===== src/rtl/ht_bcd_sched.sv =====
// Two-requester scheduler around one shift-add-3 binary-to-BCD engine for temperature and humidity display words.
// Latency: grant to valid is 19 cycles. Requests are never back-pressured: a repeat request overwrites the pending code.
module ht_bcd_sched #(
    parameter int unsigned T_SCALE  = 17500,
    parameter int unsigned T_OFFSET = 4500,
    parameter int unsigned H_SCALE  = 1000
) (
    input  logic        clk,
    input  logic        rst,
    input  logic        t_req,
    input  logic [15:0] t_code,
    input  logic        h_req,
    input  logic [15:0] h_code,
    output logic        busy,
    output logic        t_valid,
    output logic [15:0] t_disp,
    output logic        t_neg,
    output logic        h_valid,
    output logic [15:0] h_disp,
    output logic [7:0]  dat_en,
    output logic [7:0]  dot_en
);

    typedef enum logic [1:0] {
        S_IDLE  = 2'd0,
        S_SCALE = 2'd1,
        S_CONV  = 2'd2,
        S_DONE  = 2'd3
    } state_t;

    localparam logic [31:0] T_SCALE_W = 32'(T_SCALE);
    localparam logic [31:0] H_SCALE_W = 32'(H_SCALE);
    localparam logic [15:0] T_OFF_W   = 16'(T_OFFSET);

    state_t state_q, state_d;

    logic        t_pend_q, t_pend_d;
    logic        h_pend_q, h_pend_d;
    logic [15:0] t_code_q, t_code_d;
    logic [15:0] h_code_q, h_code_d;
    logic        last_t_q, last_t_d;
    logic        sel_t_q, sel_t_d;
    logic [15:0] work_q, work_d;
    logic        neg_q, neg_d;
    logic [15:0] bin_q, bin_d;
    logic [19:0] bcd_q, bcd_d;
    logic [3:0]  cnt_q, cnt_d;
    logic        t_valid_q, t_valid_d;
    logic        h_valid_q, h_valid_d;
    logic [15:0] t_disp_q, t_disp_d;
    logic        t_neg_q, t_neg_d;
    logic [15:0] h_disp_q, h_disp_d;
    logic [7:0]  dat_en_q, dat_en_d;
    logic [7:0]  dot_en_q, dot_en_d;

    logic        grant_t, grant_h;
    logic        in_scale, in_conv, in_done;
    logic [15:0] t_b, t_mag, h_mag;
    logic        t_below;
    logic [19:0] bcd_adj;
    logic [15:0] t_disp_n, h_disp_n;

    function automatic logic [19:0] add3(input logic [19:0] v);
        logic [19:0] r;
        r = v;
        for (int i = 0; i < 5; i++) begin
            if (r[i*4 +: 4] >= 4'd5) begin
                r[i*4 +: 4] = r[i*4 +: 4] + 4'd3;
            end
        end
        return r;
    endfunction

    // State register
    always_ff @(posedge clk) begin
        if (rst) begin
            state_q <= S_IDLE;
        end else begin
            state_q <= state_d;
        end
    end

    // Next-state logic
    always_comb begin
        state_d = state_q;
        case (state_q)
            S_IDLE:  if (grant_t || grant_h) state_d = S_SCALE;
            S_SCALE: state_d = S_CONV;
            S_CONV:  if (cnt_q == 4'd15) state_d = S_DONE;
            S_DONE:  state_d = S_IDLE;
            default: state_d = S_IDLE;
        endcase
    end

    // Output / control decode; when both are pending the path not served last wins
    always_comb begin
        busy     = (state_q != S_IDLE);
        grant_t  = (state_q == S_IDLE) && t_pend_q && (!h_pend_q || !last_t_q);
        grant_h  = (state_q == S_IDLE) && h_pend_q && (!t_pend_q || last_t_q);
        in_scale = (state_q == S_SCALE);
        in_conv  = (state_q == S_CONV);
        in_done  = (state_q == S_DONE);
    end

    always_comb begin
        t_b      = 16'((32'(work_q) * T_SCALE_W) >> 16);
        h_mag    = 16'((32'(work_q) * H_SCALE_W) >> 16);
        t_below  = (t_b < T_OFF_W);
        t_mag    = t_below ? (T_OFF_W - t_b) : (t_b - T_OFF_W);
        bcd_adj  = add3(bcd_q);
        t_disp_n = neg_q ? {4'hA, bcd_q[15:4]} : bcd_q[19:4];
        h_disp_n = bcd_q[15:0];
    end

    always_comb begin
        t_pend_d  = t_pend_q;
        h_pend_d  = h_pend_q;
        t_code_d  = t_code_q;
        h_code_d  = h_code_q;
        last_t_d  = last_t_q;
        sel_t_d   = sel_t_q;
        work_d    = work_q;
        neg_d     = neg_q;
        bin_d     = bin_q;
        bcd_d     = bcd_q;
        cnt_d     = cnt_q;
        t_valid_d = 1'b0;
        h_valid_d = 1'b0;
        t_disp_d  = t_disp_q;
        t_neg_d   = t_neg_q;
        h_disp_d  = h_disp_q;
        dat_en_d  = dat_en_q;
        dot_en_d  = dot_en_q;

        // Grant copies the latch as it was before this edge; a coincident request re-arms the flag
        if (grant_t) begin
            t_pend_d = 1'b0;
            work_d   = t_code_q;
            last_t_d = 1'b1;
            sel_t_d  = 1'b1;
        end
        if (grant_h) begin
            h_pend_d = 1'b0;
            work_d   = h_code_q;
            last_t_d = 1'b0;
            sel_t_d  = 1'b0;
        end
        if (t_req) begin
            t_pend_d = 1'b1;
            t_code_d = t_code;
        end
        if (h_req) begin
            h_pend_d = 1'b1;
            h_code_d = h_code;
        end

        if (in_scale) begin
            neg_d = sel_t_q ? t_below : 1'b0;
            bin_d = sel_t_q ? t_mag : h_mag;
            bcd_d = 20'd0;
            cnt_d = 4'd0;
        end

        if (in_conv) begin
            bcd_d = {bcd_adj[18:0], bin_q[15]};
            bin_d = {bin_q[14:0], 1'b0};
            cnt_d = cnt_q + 4'd1;
        end

        if (in_done) begin
            if (sel_t_q) begin
                t_valid_d     = 1'b1;
                t_disp_d      = t_disp_n;
                t_neg_d       = neg_q;
                dat_en_d[7]   = |t_disp_n[15:12];
                dat_en_d[6]   = neg_q ? |t_disp_n[11:8] : |t_disp_n[15:8];
                dat_en_d[5:4] = 2'b11;
                dot_en_d[7:4] = 4'b0010;
            end else begin
                h_valid_d     = 1'b1;
                h_disp_d      = h_disp_n;
                dat_en_d[3]   = |h_disp_n[15:12];
                dat_en_d[2]   = |h_disp_n[15:8];
                dat_en_d[1:0] = 2'b11;
                dot_en_d[3:0] = 4'b0010;
            end
        end
    end

    always_ff @(posedge clk) begin
        if (rst) begin
            t_pend_q  <= 1'b0;
            h_pend_q  <= 1'b0;
            t_code_q  <= 16'd0;
            h_code_q  <= 16'd0;
            last_t_q  <= 1'b0;
            sel_t_q   <= 1'b0;
            work_q    <= 16'd0;
            neg_q     <= 1'b0;
            bin_q     <= 16'd0;
            bcd_q     <= 20'd0;
            cnt_q     <= 4'd0;
            t_valid_q <= 1'b0;
            h_valid_q <= 1'b0;
            t_disp_q  <= 16'd0;
            t_neg_q   <= 1'b0;
            h_disp_q  <= 16'd0;
            dat_en_q  <= 8'd0;
            dot_en_q  <= 8'd0;
        end else begin
            t_pend_q  <= t_pend_d;
            h_pend_q  <= h_pend_d;
            t_code_q  <= t_code_d;
            h_code_q  <= h_code_d;
            last_t_q  <= last_t_d;
            sel_t_q   <= sel_t_d;
            work_q    <= work_d;
            neg_q     <= neg_d;
            bin_q     <= bin_d;
            bcd_q     <= bcd_d;
            cnt_q     <= cnt_d;
            t_valid_q <= t_valid_d;
            h_valid_q <= h_valid_d;
            t_disp_q  <= t_disp_d;
            t_neg_q   <= t_neg_d;
            h_disp_q  <= h_disp_d;
            dat_en_q  <= dat_en_d;
            dot_en_q  <= dot_en_d;
        end
    end

    assign t_valid = t_valid_q;
    assign h_valid = h_valid_q;
    assign t_disp  = t_disp_q;
    assign t_neg   = t_neg_q;
    assign h_disp  = h_disp_q;
    assign dat_en  = dat_en_q;
    assign dot_en  = dot_en_q;

endmodule


===== config.mk =====
export PLATFORM = sky130hd
export DESIGN_NAME = ht_bcd_sched
export DESIGN_NICKNAME = d
export VERILOG_FILES = /design/src/rtl/ht_bcd_sched.sv
export SDC_FILE = /design/constraint.sdc
export NUM_CORES = 1
export LEC_CHECK = 0
export CORE_MARGIN = 4
export CORE_UTILIZATION = 50
export CTS_BUF_LIST = sky130_fd_sc_hd__clkbuf_2
export CTS_CLUSTER_SIZE = 40
export DETAILED_ROUTE_END_ITERATION = 8
export PLACE_DENSITY = 0.73
export SETUP_SLACK_MARGIN = 0.1
export SLEW_MARGIN = 15
export SYNTH_ARGS = -nofsm -noshare
export SYNTH_HDL_FRONTEND = slang
export SYNTH_SLANG_ARGS = --single-unit

===== constraint.sdc =====
create_clock -name clk -period 15.7 [get_ports clk]
set_input_delay 2.355 -clock clk [delete_from_list [all_inputs] [get_ports clk]]
set_output_delay 2.355 -clock clk [all_outputs]
set_load 0.005 [all_outputs]

Word level (Yosys, flattened, before mapping). Index checks and enable logic that the tools add are counted.

Output and inout port bits: 52. Input bits: 36. Word-level logic and storage cells: 99. Register bits: 139.

Multipliers: 2. Bitwise gates (word level): 2. Reduce and logical (&&, ||, !) cells: 27. Equal/unequal tests: 6. Order comparisons: 6. $add $sub $neg: 8. Muxes and demuxes: 27.

Operator list (count): 16-bit 2-to-1 mux (7); 20-bit 2-to-1 mux (2); 16-bit by 13-bit multiplier with 29-bit output (second input constant) (1); 4-bit 2-to-1 mux (6); 16-bit by 7-bit multiplier with 23-bit output (second input constant) (1); 4-bit by 3-bit greater-or-equal comparator with 1-bit output (second input constant) (5); 4-bit by 2-bit adder with 4-bit output (second input constant) (4); 8-bit OR reduction (2); 13-bit by 15-bit subtractor with 16-bit output (first input constant) (1); 15-bit by 13-bit subtractor with 16-bit output (second input constant) (1); 15-bit by 13-bit less-than comparator with 1-bit output (second input constant) (1); 4-bit OR reduction (3); 2-bit nonzero test (5); 1-bit 2-to-1 mux (8); 2-bit case mux with 4 select lines (1); 2-bit AND reduction (3); 2-bit OR reduction (3); 4-bit by 1-bit adder with 4-bit output (second input constant) (1); 2-bit equality test (second input constant) (2); 4-bit equality test (second input constant) (1); 1-bit logical AND (4); 2-bit 2-to-1 mux (2); 3-bit by 2-bit adder with 3-bit output (second input constant) (1); 1-bit zero test (3); other kinds (7) (10).

Longest topological paths before layout.
Depth after elaboration: 6. Depth in mapped cells: 24. Mapped depth without buffers: 23.

Least setup slack after synthesis. Ideal clock, no wire load.

Kind: register to register. From: reg work_q[13]. To: reg bin_q[13]. Path slack: 9.590 ns. Data arrival time: 6.018 ns. Buffers on the path: 1. Data required time: 15.608 ns. Stages on the path, launching flop included: 24. Setup time: 0.092 ns. Cells stage by stage: dfxtp_1 > ha_1 > inv_1 > fa_1 > inv_1 > ha_1 > fa_1 > inv_1 > fa_1 > inv_1 > ha_1 > buf_2 > nand2_1 > nor4b_1 > and2_4 > nor2_1 > xor2_1 > ha_1 > nor3_2 > nor3_2 > or3_1 > a2111oi_2 > nor3_1 > o32ai_1.

Cells in the longest elaborated chain, start to end: 6. Elaborated cells between the ends (all ways): 8.

RTL lines: from (decl) (RTL line 43) `logic [15:0] work_q, work_d;`; from (signal assigned) (RTL line 217) `work_q <= work_d;`; 16-bit by 13-bit multiplier with 29-bit output (*) (RTL line 106) `t_b = 16'((32'(work_q) * T_SCALE_W) >> 16);`; 15-bit by 13-bit subtractor with 16-bit output (tied with other cells) (RTL line 109) `t_mag = t_below ? (T_OFF_W - t_b) : (t_b - T_OFF_W);`; 16-bit 2-to-1 mux (*) (RTL line 109); 16-bit 2-to-1 mux (*) (RTL line 159) `bin_d = sel_t_q ? t_mag : h_mag;`; 16-bit 2-to-1 mux (*) (RTL line 157) `if (in_scale) begin`; 16-bit 2-to-1 mux (*) (RTL line 164) `if (in_conv) begin`; to (signal assigned) (RTL line 219) `bin_q <= bin_d;`; to (decl) (RTL line 45) `logic [15:0] bin_q, bin_d;`.

Every way passes the cells marked *; elsewhere a longest branch is shown, timed or not. The select of a mux whose other input is x is not followed. A chain may end at the register's enable or synchronous reset.

Worst setup path in the final report.
From: reg work_q[12]. To: reg bin_q[8].

Cells in the longest elaborated chain, start to end: 6. Elaborated cells between the ends (all ways): 9.

RTL lines (RTL line): 16-bit by 13-bit multiplier with 29-bit output (106); 15-bit by 13-bit subtractor with 16-bit output (tied with other cells) (109); 16-bit 2-to-1 mux (109); 16-bit 2-to-1 mux (*) (159); 16-bit 2-to-1 mux (*) (157); 16-bit 2-to-1 mux (*) (164).

Marked as above.

==> metrics.txt <==
outcome=complete, no violations; Slew @ Worst Pin=1.06 ns; main area contributors after synthesis=dfxtp_1 (23%), ha_1 (18%), fa_1 (15%); LEAKAGE=0.00638 µW; Post-synth EDFFs=0; design area=13000 µm²; # setup viols final=0; Comb pwr share=0.474; fraction of power spent switching nets=0.445; Final min period=7.06 ns; Setup Skew=0.0410 ns; clk buf depth=2; HPWL Detailed=21900 µm; Async SR Flop Fraction=0; pwr/cell area=87.9 nW/µm²; max-cap violation count=0; CP Max Fanout=11; setup TNS=0 ns; worst reg2reg path depth=22; Slew HR=0.292; worst slack, placed=8.74 ns; Total Routing Usage GR=0.225; CP endpoint kind=register; Critical Path Source Type=register; initial antenna violation count=1; Via Count=9630; port bufs=81; fin nets=1665; Clk pin slew, worst setup/hold paths=0.23 ns; most frequent cell after synthesis=ha_1; Post-CTS Setup Bufs=0; drt via density=5.67; chip height=162 µm; Num CTS Buffers=17; IO Pins=88; final worst setup slack=8.64 ns; largest net degree at the start of global routing=100; Cells after DPL=1665; Clock Power Share=0.181; worst vdd ir=0.102 mV; first-pass GRT wire length=49000 µm; Fin. Hold Viols=0; number of global-route vias before repair=9692; class of the worst hold path=register to register; # DRC=0; Seq pwr share=0.345; CTS tree=done; clk_lat worst skew=0.70 ns; fin cells=1698; die area=26100 µm²; Data arrival, critical path=7.69 ns; register area share after synthesis=0.229; DRT antenna net count=0; top cell type's share of synthesized area=0.229; FF+latch count, synth=135; core area=22900 µm²; H-tree levels=4; Switch Pwr=509 µW; Placer Congestion=0.899; Critical path destination=bin_q[8]; Post-synth top flop=dfxtp_1; die width=162 µm; wire length per cell=16.9 µm; CTS Sinks=135; DRT Wirelength=28800 µm; fin. max-slew vios=0; area leader, netlist=dfxtp_1; crit path from=work_q[12]; area delta synth->final=10.4%; Tcrit/Tclk final=0.450; WS Path Type=register to register; standard-cell row count=55; Post-Synthesis Cell Area=11800 µm²; GRT Residual Overflow=0; fraction of layout cells with a size suffix above 1=0.0462; r2r setup slk=8.64 ns; Iteration-0 DRC Markers=706; cts repair resizes=0; Area after DPL=12800 µm²; Mapped Cells=1321; commonest cells in the netlist=ha_1 (172), dfxtp_1 (135), nor2_1 (123); CTS root buf=clkbuf_2; RSZ-0062 raised after global routing=no; Post-CTS Hold Buffers=0; worst r2r dst=bin_q[8]; worst path required time=16.33 ns; syn avg cell area=8.93 µm²; RR Startpoint=work_q[12]; Synth cell types=82; Pre-Repair DR Iteration Count=5; Pwr Total=1140 µW; Yosys warnings=0; Peak Freq=142 MHz; Int Pwr=635 µW; Starting Density=0.515
area by class of cell:
| class | instances | area (µm²) |
|---|---|---|
| fillers | 2028 | 9900 |
| clock inverters | 14 | 139 |
| diodes | 1 | 2.50 |
| well taps | 313 | 392 |
| flip-flops and latches | 135 | 2700 |
| multi-input cells | 1015 | 8400 |
| inverters | 113 | 424 |
| repair buffers | 89 | 868 |
| clock buffers | 18 | 90.1 |
sequential cells by signal, summed over array words and instances (netlist names):
register  cells
cnt_q         4
t_disp       16
sel_t_q       1
t_pend_q      1
h_disp       16
t_valid       1
dat_en        6
h_pend_q      1
bin_q        16
state_q       2
h_valid       1
bcd_q        20
work_q       16
t_code_q     16
h_code_q     16
t_neg         1
neg_q         1
power groups by stage:
stage	sequential, µW	clock [µW]	combinational (µW)
6_report	395	207	542
5_1_grt	399	227	616
4_1_cts	394	212	540
3_5_place_dp	401	0	532
3_3_place_gp	401	0	532
2_1_floorplan	388	0	400
per-stage QoR:
step            util  hold slack [ns]
6_report       0.568            0.472
3_3_place_gp   0.558            0.441
2_1_floorplan      -            0.448
3_5_place_dp   0.558            0.449
4_1_cts        0.568            0.475
5_1_grt        0.568            0.492
cell usage in the layout (no fill, tap or decap), types with 33 or more instances in the layout:
cell / n
nor2_1: 123
ha_1: 172
fa_1: 86
a21oi_1: 105
o21ai_0: 39
dfxtp_1: 135
nand2_1: 119
mux2i_1: 33
clkdlybuf4s50_1: 80
inv_1: 112
worst min-delay path by stage:
stage	from	endpoint	cells past startpoint
after floorplan	t_disp[14]	t_disp[14]	2
after global placement	h_disp[15]	h_disp[15]	2
after detailed placement	h_disp[3]	h_disp[3]	2
after CTS	h_disp[3]	h_disp[3]	2
after global routing	h_disp[12]	h_disp[12]	2
final	t_disp[8]	t_disp[8]	2
worst max-delay path: stages, from the launching register on:
cell and delay [ns]:
dfxtp_1 0.77, ha_1 0.29, inv_1 0.08, fa_1 0.51, inv_1 0.04, ha_1 0.31, fa_1 0.49, inv_1 0.06
fa_1 0.52, inv_1 0.04, ha_1 0.42, nand2_1 0.20, nor4b_1 0.63, and2_4 0.26, nor2_1 0.05, xor2_1 0.24
ha_1 0.28, nor3_2 0.48, o311ai_4 0.18, a21oi_2 0.46, nor2_4 0.14, a221o_1 0.36, a41o_1 0.20
cells by family after synthesis:
family                   share of synthesized area
adder cells (fa/ha/maj)                      0.329
other                                     0.000318
AO/OA/AOI/OAI                                0.182
flip-flops                                   0.229
buffers and inverters                       0.0603
AND/OR/NAND/NOR                              0.143
XOR/XNOR                                    0.0282
multiplexers                                0.0290
per-layer routing:
| metal | vias up | track usage | part of all wire |
|---|---|---|---|
| li1 | 4742 | - | - |
| met4 | 0 | 0.0589 | 0.017 |
| met2 | 257 | 0.348 | 0.45 |
| met3 | 34 | 0.0388 | 0.050 |
| met5 | - | 0 | 0 |
| met1 | 4597 | 0.327 | 0.48 |
(Power assumes the default switching activity.)
